### config.mk
export PLATFORM = sky130hd
export DESIGN_NAME = serial_word_tx
export DESIGN_NICKNAME = d
export VERILOG_FILES = /design/src/rtl/serial_tx_pkg.sv /design/src/rtl/bit_timer.sv /design/src/rtl/serial_word_tx.sv
export SDC_FILE = /design/constraint.sdc
export NUM_CORES = 1
export LEC_CHECK = 0
export CAP_MARGIN = 25
export CORE_MARGIN = 2
export CORE_UTILIZATION = 32
export DETAILED_ROUTE_END_ITERATION = 12
export SLEW_MARGIN = 40
export SYNTH_ARGS = -nofsm -noshare
export SYNTH_HDL_FRONTEND = slang
export SYNTH_SLANG_ARGS = --single-unit
### constraint.sdc
create_clock -name clock -period 3.1 [get_ports clock]
set_clock_uncertainty 0.05 [all_clocks]
set_input_delay 0.62 -clock clock [delete_from_list [all_inputs] [get_ports clock]]
set_output_delay 0.62 -clock clock [all_outputs]
set_load 0.02 [all_outputs]
### src/rtl/serial_tx_pkg.sv
// Shared types and line levels for the serial word transmit path.
package serial_tx_pkg;

    typedef enum logic [2:0] {
        IDLE,
        START,
        DATA,
        PARITY,
        STOP
    } tx_state_t;

    localparam logic LINE_IDLE   = 1'b1;
    localparam logic START_LEVEL = 1'b0;
    localparam logic STOP_LEVEL  = 1'b1;

endpackage

### src/rtl/bit_timer.sv
// Bit-period counter: counts 0..CLKS_PER_BIT-1 and flags the terminal count.
module bit_timer #(
    parameter int CLKS_PER_BIT = 4
) (
    input  logic clock,
    input  logic reset_L,
    input  logic restart,
    output logic tick,
    output logic pre_tick
);

    localparam int CW = (CLKS_PER_BIT > 1) ? $clog2(CLKS_PER_BIT) : 1;
    localparam logic [CW-1:0] LAST_COUNT = CW'(CLKS_PER_BIT - 1);
    localparam logic [CW-1:0] PRE_COUNT  = CW'(CLKS_PER_BIT - 2);

    logic [CW-1:0] count_reg;

    assign tick     = (count_reg == LAST_COUNT);
    // One cycle early, so the owner can register a pulse aligned with tick.
    assign pre_tick = (count_reg == PRE_COUNT);

    always_ff @(posedge clock or negedge reset_L) begin
        if (!reset_L) begin
            count_reg <= '0;
        end else if (restart || tick) begin
            count_reg <= '0;
        end else begin
            count_reg <= count_reg + 1'b1;
        end
    end

endmodule

### src/rtl/serial_word_tx.sv
// Framed parallel-to-serial transmitter: start, WIDTH data bits, even parity, stop.
module serial_word_tx
    import serial_tx_pkg::*;
#(
    parameter int WIDTH        = 8,
    parameter int CLKS_PER_BIT = 4,
    parameter bit LSB_FIRST    = 1'b1
) (
    input  logic             clock,
    input  logic             reset_L,
    input  logic [WIDTH-1:0] data_in,
    input  logic             valid,
    output logic             ready,
    output logic             serial_out,
    output logic             busy,
    output logic             done
);

    localparam int IW = $clog2(WIDTH + 1);
    localparam logic [IW-1:0] LAST_BIT = IW'(WIDTH - 1);

    tx_state_t        state_reg;
    logic [WIDTH-1:0] shift_reg;
    logic [WIDTH-1:0] shift_next;
    logic             parity_reg;
    logic [IW-1:0]    bit_idx_reg;
    logic             serial_reg;
    logic             done_reg;
    logic             tick;
    logic             pre_tick;
    logic             accept;
    logic             head_bit;
    logic             next_head_bit;

    assign ready      = (state_reg == IDLE);
    assign busy       = !ready;
    assign accept     = valid && ready;
    assign serial_out = serial_reg;
    assign done       = done_reg;

    // head_bit goes on the line now; next_head_bit is what appears after a shift.
    generate
        if (LSB_FIRST) begin : g_lsb_first
            assign shift_next    = {1'b0, shift_reg[WIDTH-1:1]};
            assign head_bit      = shift_reg[0];
            assign next_head_bit = shift_reg[1];
        end else begin : g_msb_first
            assign shift_next    = {shift_reg[WIDTH-2:0], 1'b0};
            assign head_bit      = shift_reg[WIDTH-1];
            assign next_head_bit = shift_reg[WIDTH-2];
        end
    endgenerate

    // Held in restart while idle so the start bit gets a full period from the accept edge.
    bit_timer #(
        .CLKS_PER_BIT(CLKS_PER_BIT)
    ) u_bit_timer (
        .clock    (clock),
        .reset_L  (reset_L),
        .restart  (ready),
        .tick     (tick),
        .pre_tick (pre_tick)
    );

    always_ff @(posedge clock or negedge reset_L) begin
        if (!reset_L) begin
            state_reg   <= IDLE;
            serial_reg  <= LINE_IDLE;
            done_reg    <= 1'b0;
            shift_reg   <= '0;
            parity_reg  <= 1'b0;
            bit_idx_reg <= '0;
        end else begin
            done_reg <= (state_reg == STOP) && pre_tick;
            case (state_reg)
                IDLE: begin
                    if (accept) begin
                        shift_reg   <= data_in;
                        parity_reg  <= ^data_in;
                        bit_idx_reg <= '0;
                        state_reg   <= START;
                        serial_reg  <= START_LEVEL;
                    end
                end
                START: begin
                    if (tick) begin
                        state_reg  <= DATA;
                        serial_reg <= head_bit;
                    end
                end
                DATA: begin
                    if (tick) begin
                        shift_reg   <= shift_next;
                        bit_idx_reg <= bit_idx_reg + 1'b1;
                        if (bit_idx_reg == LAST_BIT) begin
                            state_reg  <= PARITY;
                            serial_reg <= parity_reg;
                        end else begin
                            serial_reg <= next_head_bit;
                        end
                    end
                end
                PARITY: begin
                    if (tick) begin
                        state_reg  <= STOP;
                        serial_reg <= STOP_LEVEL;
                    end
                end
                STOP: begin
                    if (tick) begin
                        state_reg  <= IDLE;
                        serial_reg <= LINE_IDLE;
                    end
                end
                default: begin
                    state_reg  <= IDLE;
                    serial_reg <= LINE_IDLE;
                end
            endcase
        end
    end

endmodule

==> results.cfg <==
[critical_path]
start_kind = flop
cp.depth = 2
arrival_ps = 2000
cpLargestDelayFamily = buffers and inverters
path_max_fanout = 13
critPathMaxStageDelay_ps = 680
reg2regPathDepth = 5
crit_chain = nor3_1 -> clkdlybuf4s50_1
path_buf_inv = 1
end_kind = primary output
crit_slowest_cell = clkdlybuf4s50_1
r2r_slack_ps = 1140
worstPathRequired_ps = 2430
crit_type = flop to primary output

[power_and_ir_drop]
p_int_mw = 0.716
p_clk_share_pct = 19.2
pwr-share-comb_pct = 38.0
power_leakage_nw = 0.536
p_total_mw = 1.14
p_seq_share_pct = 42.8
p_switching_mw = 0.421
vdd_drop_max_mv = 0.344
switching_share_pct = 37.0
p_per_area_nw_per_um2 = 890

[logic_synthesis]
synth_fp_nets = 116
ys_ff_latch = 20
netlist.area_leader.share_pct = 43.8
seq_area_frac_synth_pct = 46.3
synth.area.top_cells = dfrtp_1 44%, mux2i_1 8.3%, xnor2_1 6.5%
yosys.area.top_type = dfrtp_1
syn_area_um2 = 1080
ys_types = 30
avgSynthCellArea_um2 = 10.6
syn_inst = 102
yosys_warnings = 0

[flow_run]
cap_violations = 0

[floorplanning]
core_region_area_um2 = 3280
die_y_um = 62.2
rows = 21
ios = 15
initial_core_util_pct = 33.0
dieArea_um2 = 3870
die_x_um = 62.2

[clock_network]
post_cts_resized = 0
h-tree-depth = 1
cts_tree = done
numCtsBuffers = 3
clk_path_buf_depth = 2
cts_hold_buf = 0
cts_root_buf = clkbuf_4
insertion_delay_ps = 310
cts.sinks = 20
cts.clk_slew.worst_paths_ps = 130
cts_setup_buffers = 0

[global_route]
grt_pass1_vias = 794
grt_max_degree = 21
grt-ovfl-total = 0
antenna_found_initial = 0
grt_pass1_wl_mm = 3.48
track_usage_pct = 11.2

[timing]
finalHoldViolCount = 0
rsz0062_at_grt = no
relSlewSlack_pct = 59.5
period_share_pct = 86.3
fmax_ghz = 0.374
drv_slew = 0
final.setup.tns_ps = 0
setup_viol_count_final = 0
layout_min_cycle_time_ps = 2670
worst_pin_slew_ps = 608

[routing]
vias = 756
drtIter0Drc = 34
wirelength_mm = 1.93
first_pass_iters = 4
drc = 0
routedWlPerCell_um = 12.1
drtAntennaViolNets = 0
via_per_inst = 4.73

[worst_hold_path]
hp-class = input pin to asynchronous set/reset pin

[layout]
final_nets = 129
largest_register_ffs = 8
drive_above_1_share_pct = 10.5
antenna_cells = 0
area_growth_pct = 17.9

[placement]
post-dp-hpwl_mm = 1.44
port_buffers = 14
routabilityCongestion = 0.758

[status]
outcome = finished clean
[stage by stage]
stage | instance area (um^2) | hold slack, ps | utilization, % | instances | setup slack [ps]
floorplan | 1080 | 274 | - | 102 | 914
global placement | 1230 | 415 | 37.5 | 156 | 745
detailed placement | 1230 | 423 | 37.3 | 156 | 686
CTS | 1280 | 196 | 38.9 | 160 | 420
global route | 1280 | 185 | 38.9 | 160 | 298
finish | 1280 | 176 | 38.9 | 160 | 426
[cell type report]
type	instances	area, um^2
fill	331	2010
inverter	5	18.8
multi-input combinational	71	513
clock inverter	1	30.0
sequential	20	502
clock buffer	3	22.5
timing repair buffer	14	135
tap	46	57.6
[power groups by stage]
stage                     sequential, mW  combinational, mW  clock, mW
after floorplan                    0.442              0.399          0
after global placement             0.487              0.430          0
after detailed placement           0.492              0.441          0
after CTS                          0.487              0.441      0.226
after global routing               0.506              0.497      0.242
final                              0.487              0.433      0.218
[logic make-up after synthesis]
group | count (synthesis) | share of synthesized area (%)
AND/OR/NAND/NOR | 30 | 15.2
flip-flops | 20 | 46.3
AO/OA/AOI/OAI | 18 | 11.2
buffers and inverters | 11 | 6.46
XOR/XNOR | 10 | 8.07
multiplexers | 10 | 9.34
adder cells (fa/ha/maj) | 3 | 3.46
[layout by cell type (no fill, tap or decap), types with 2 or more instances in the layout]
cell type / count
clkbuf_4: 3
o22ai_1: 3
ha_1: 3
dfrtp_1: 19
a22o_1: 2
xnor2_1: 8
o21ai_1: 4
mux2i_1: 9
o21ai_0: 3
o21ai_2: 3
nor2_1: 8
clkdlybuf4s50_1: 13
nand2_1: 11
nor3_1: 3
xor2_1: 2
inv_1: 5
[worst register-to-register path, delay by kind of cell (launching register included)]
kind | cells | cell delay, ps
multiplexers | 1 | 150
flip-flops | 1 | 400
AND/OR/NAND/NOR | 1 | 600
adder cells (fa/ha/maj) | 1 | 300
AO/OA/AOI/OAI | 2 | 350
[layer usage]
metal | vias up | track usage [%] | part of all wire (%)
met3 | 0 | 3.99 | 5.5
met2 | 22 | 19.2 | 50
li1 | 379 | - | -
met1 | 355 | 13.9 | 45
met4 | 0 | 1.39 | 0
met5 | - | 0 | 0
[worst paths after layout]
check | startpoint | to
setup reg to reg | u_bit_timer.count_reg[0] | bit_idx_reg[2]
hold reg to reg | u_bit_timer.count_reg[0] | u_bit_timer.count_reg[0]
setup / recovery | state_reg[2] | ready
hold / removal | reset_L | bit_idx_reg[3]
max in group asynchronous | reset_L | serial_out
min in group clock | u_bit_timer.count_reg[0] | u_bit_timer.count_reg[0]
[synth_stat cells, drive strengths merged]
| cell | instances |
|---|---|
| mux2i | 9 |
| or3 | 1 |
| xnor2 | 8 |
| or4 | 1 |
| nor4 | 1 |
| o32ai | 1 |
| a22o | 2 |
| o22ai | 3 |
| inv | 5 |
| buf | 6 |
| nor4b | 1 |
| nor2 | 8 |
| xor2 | 2 |
| ha | 3 |
| and3 | 1 |
| nand3b | 1 |
| a222oi | 1 |
| nand3 | 1 |
| nand2 | 11 |
| dfrtp | 19 |
| o21ai | 10 |
| nor3 | 4 |
| mux2 | 1 |
| a21oi | 1 |
| dfstp | 1 |
Power figures use the tool's default switching activity.
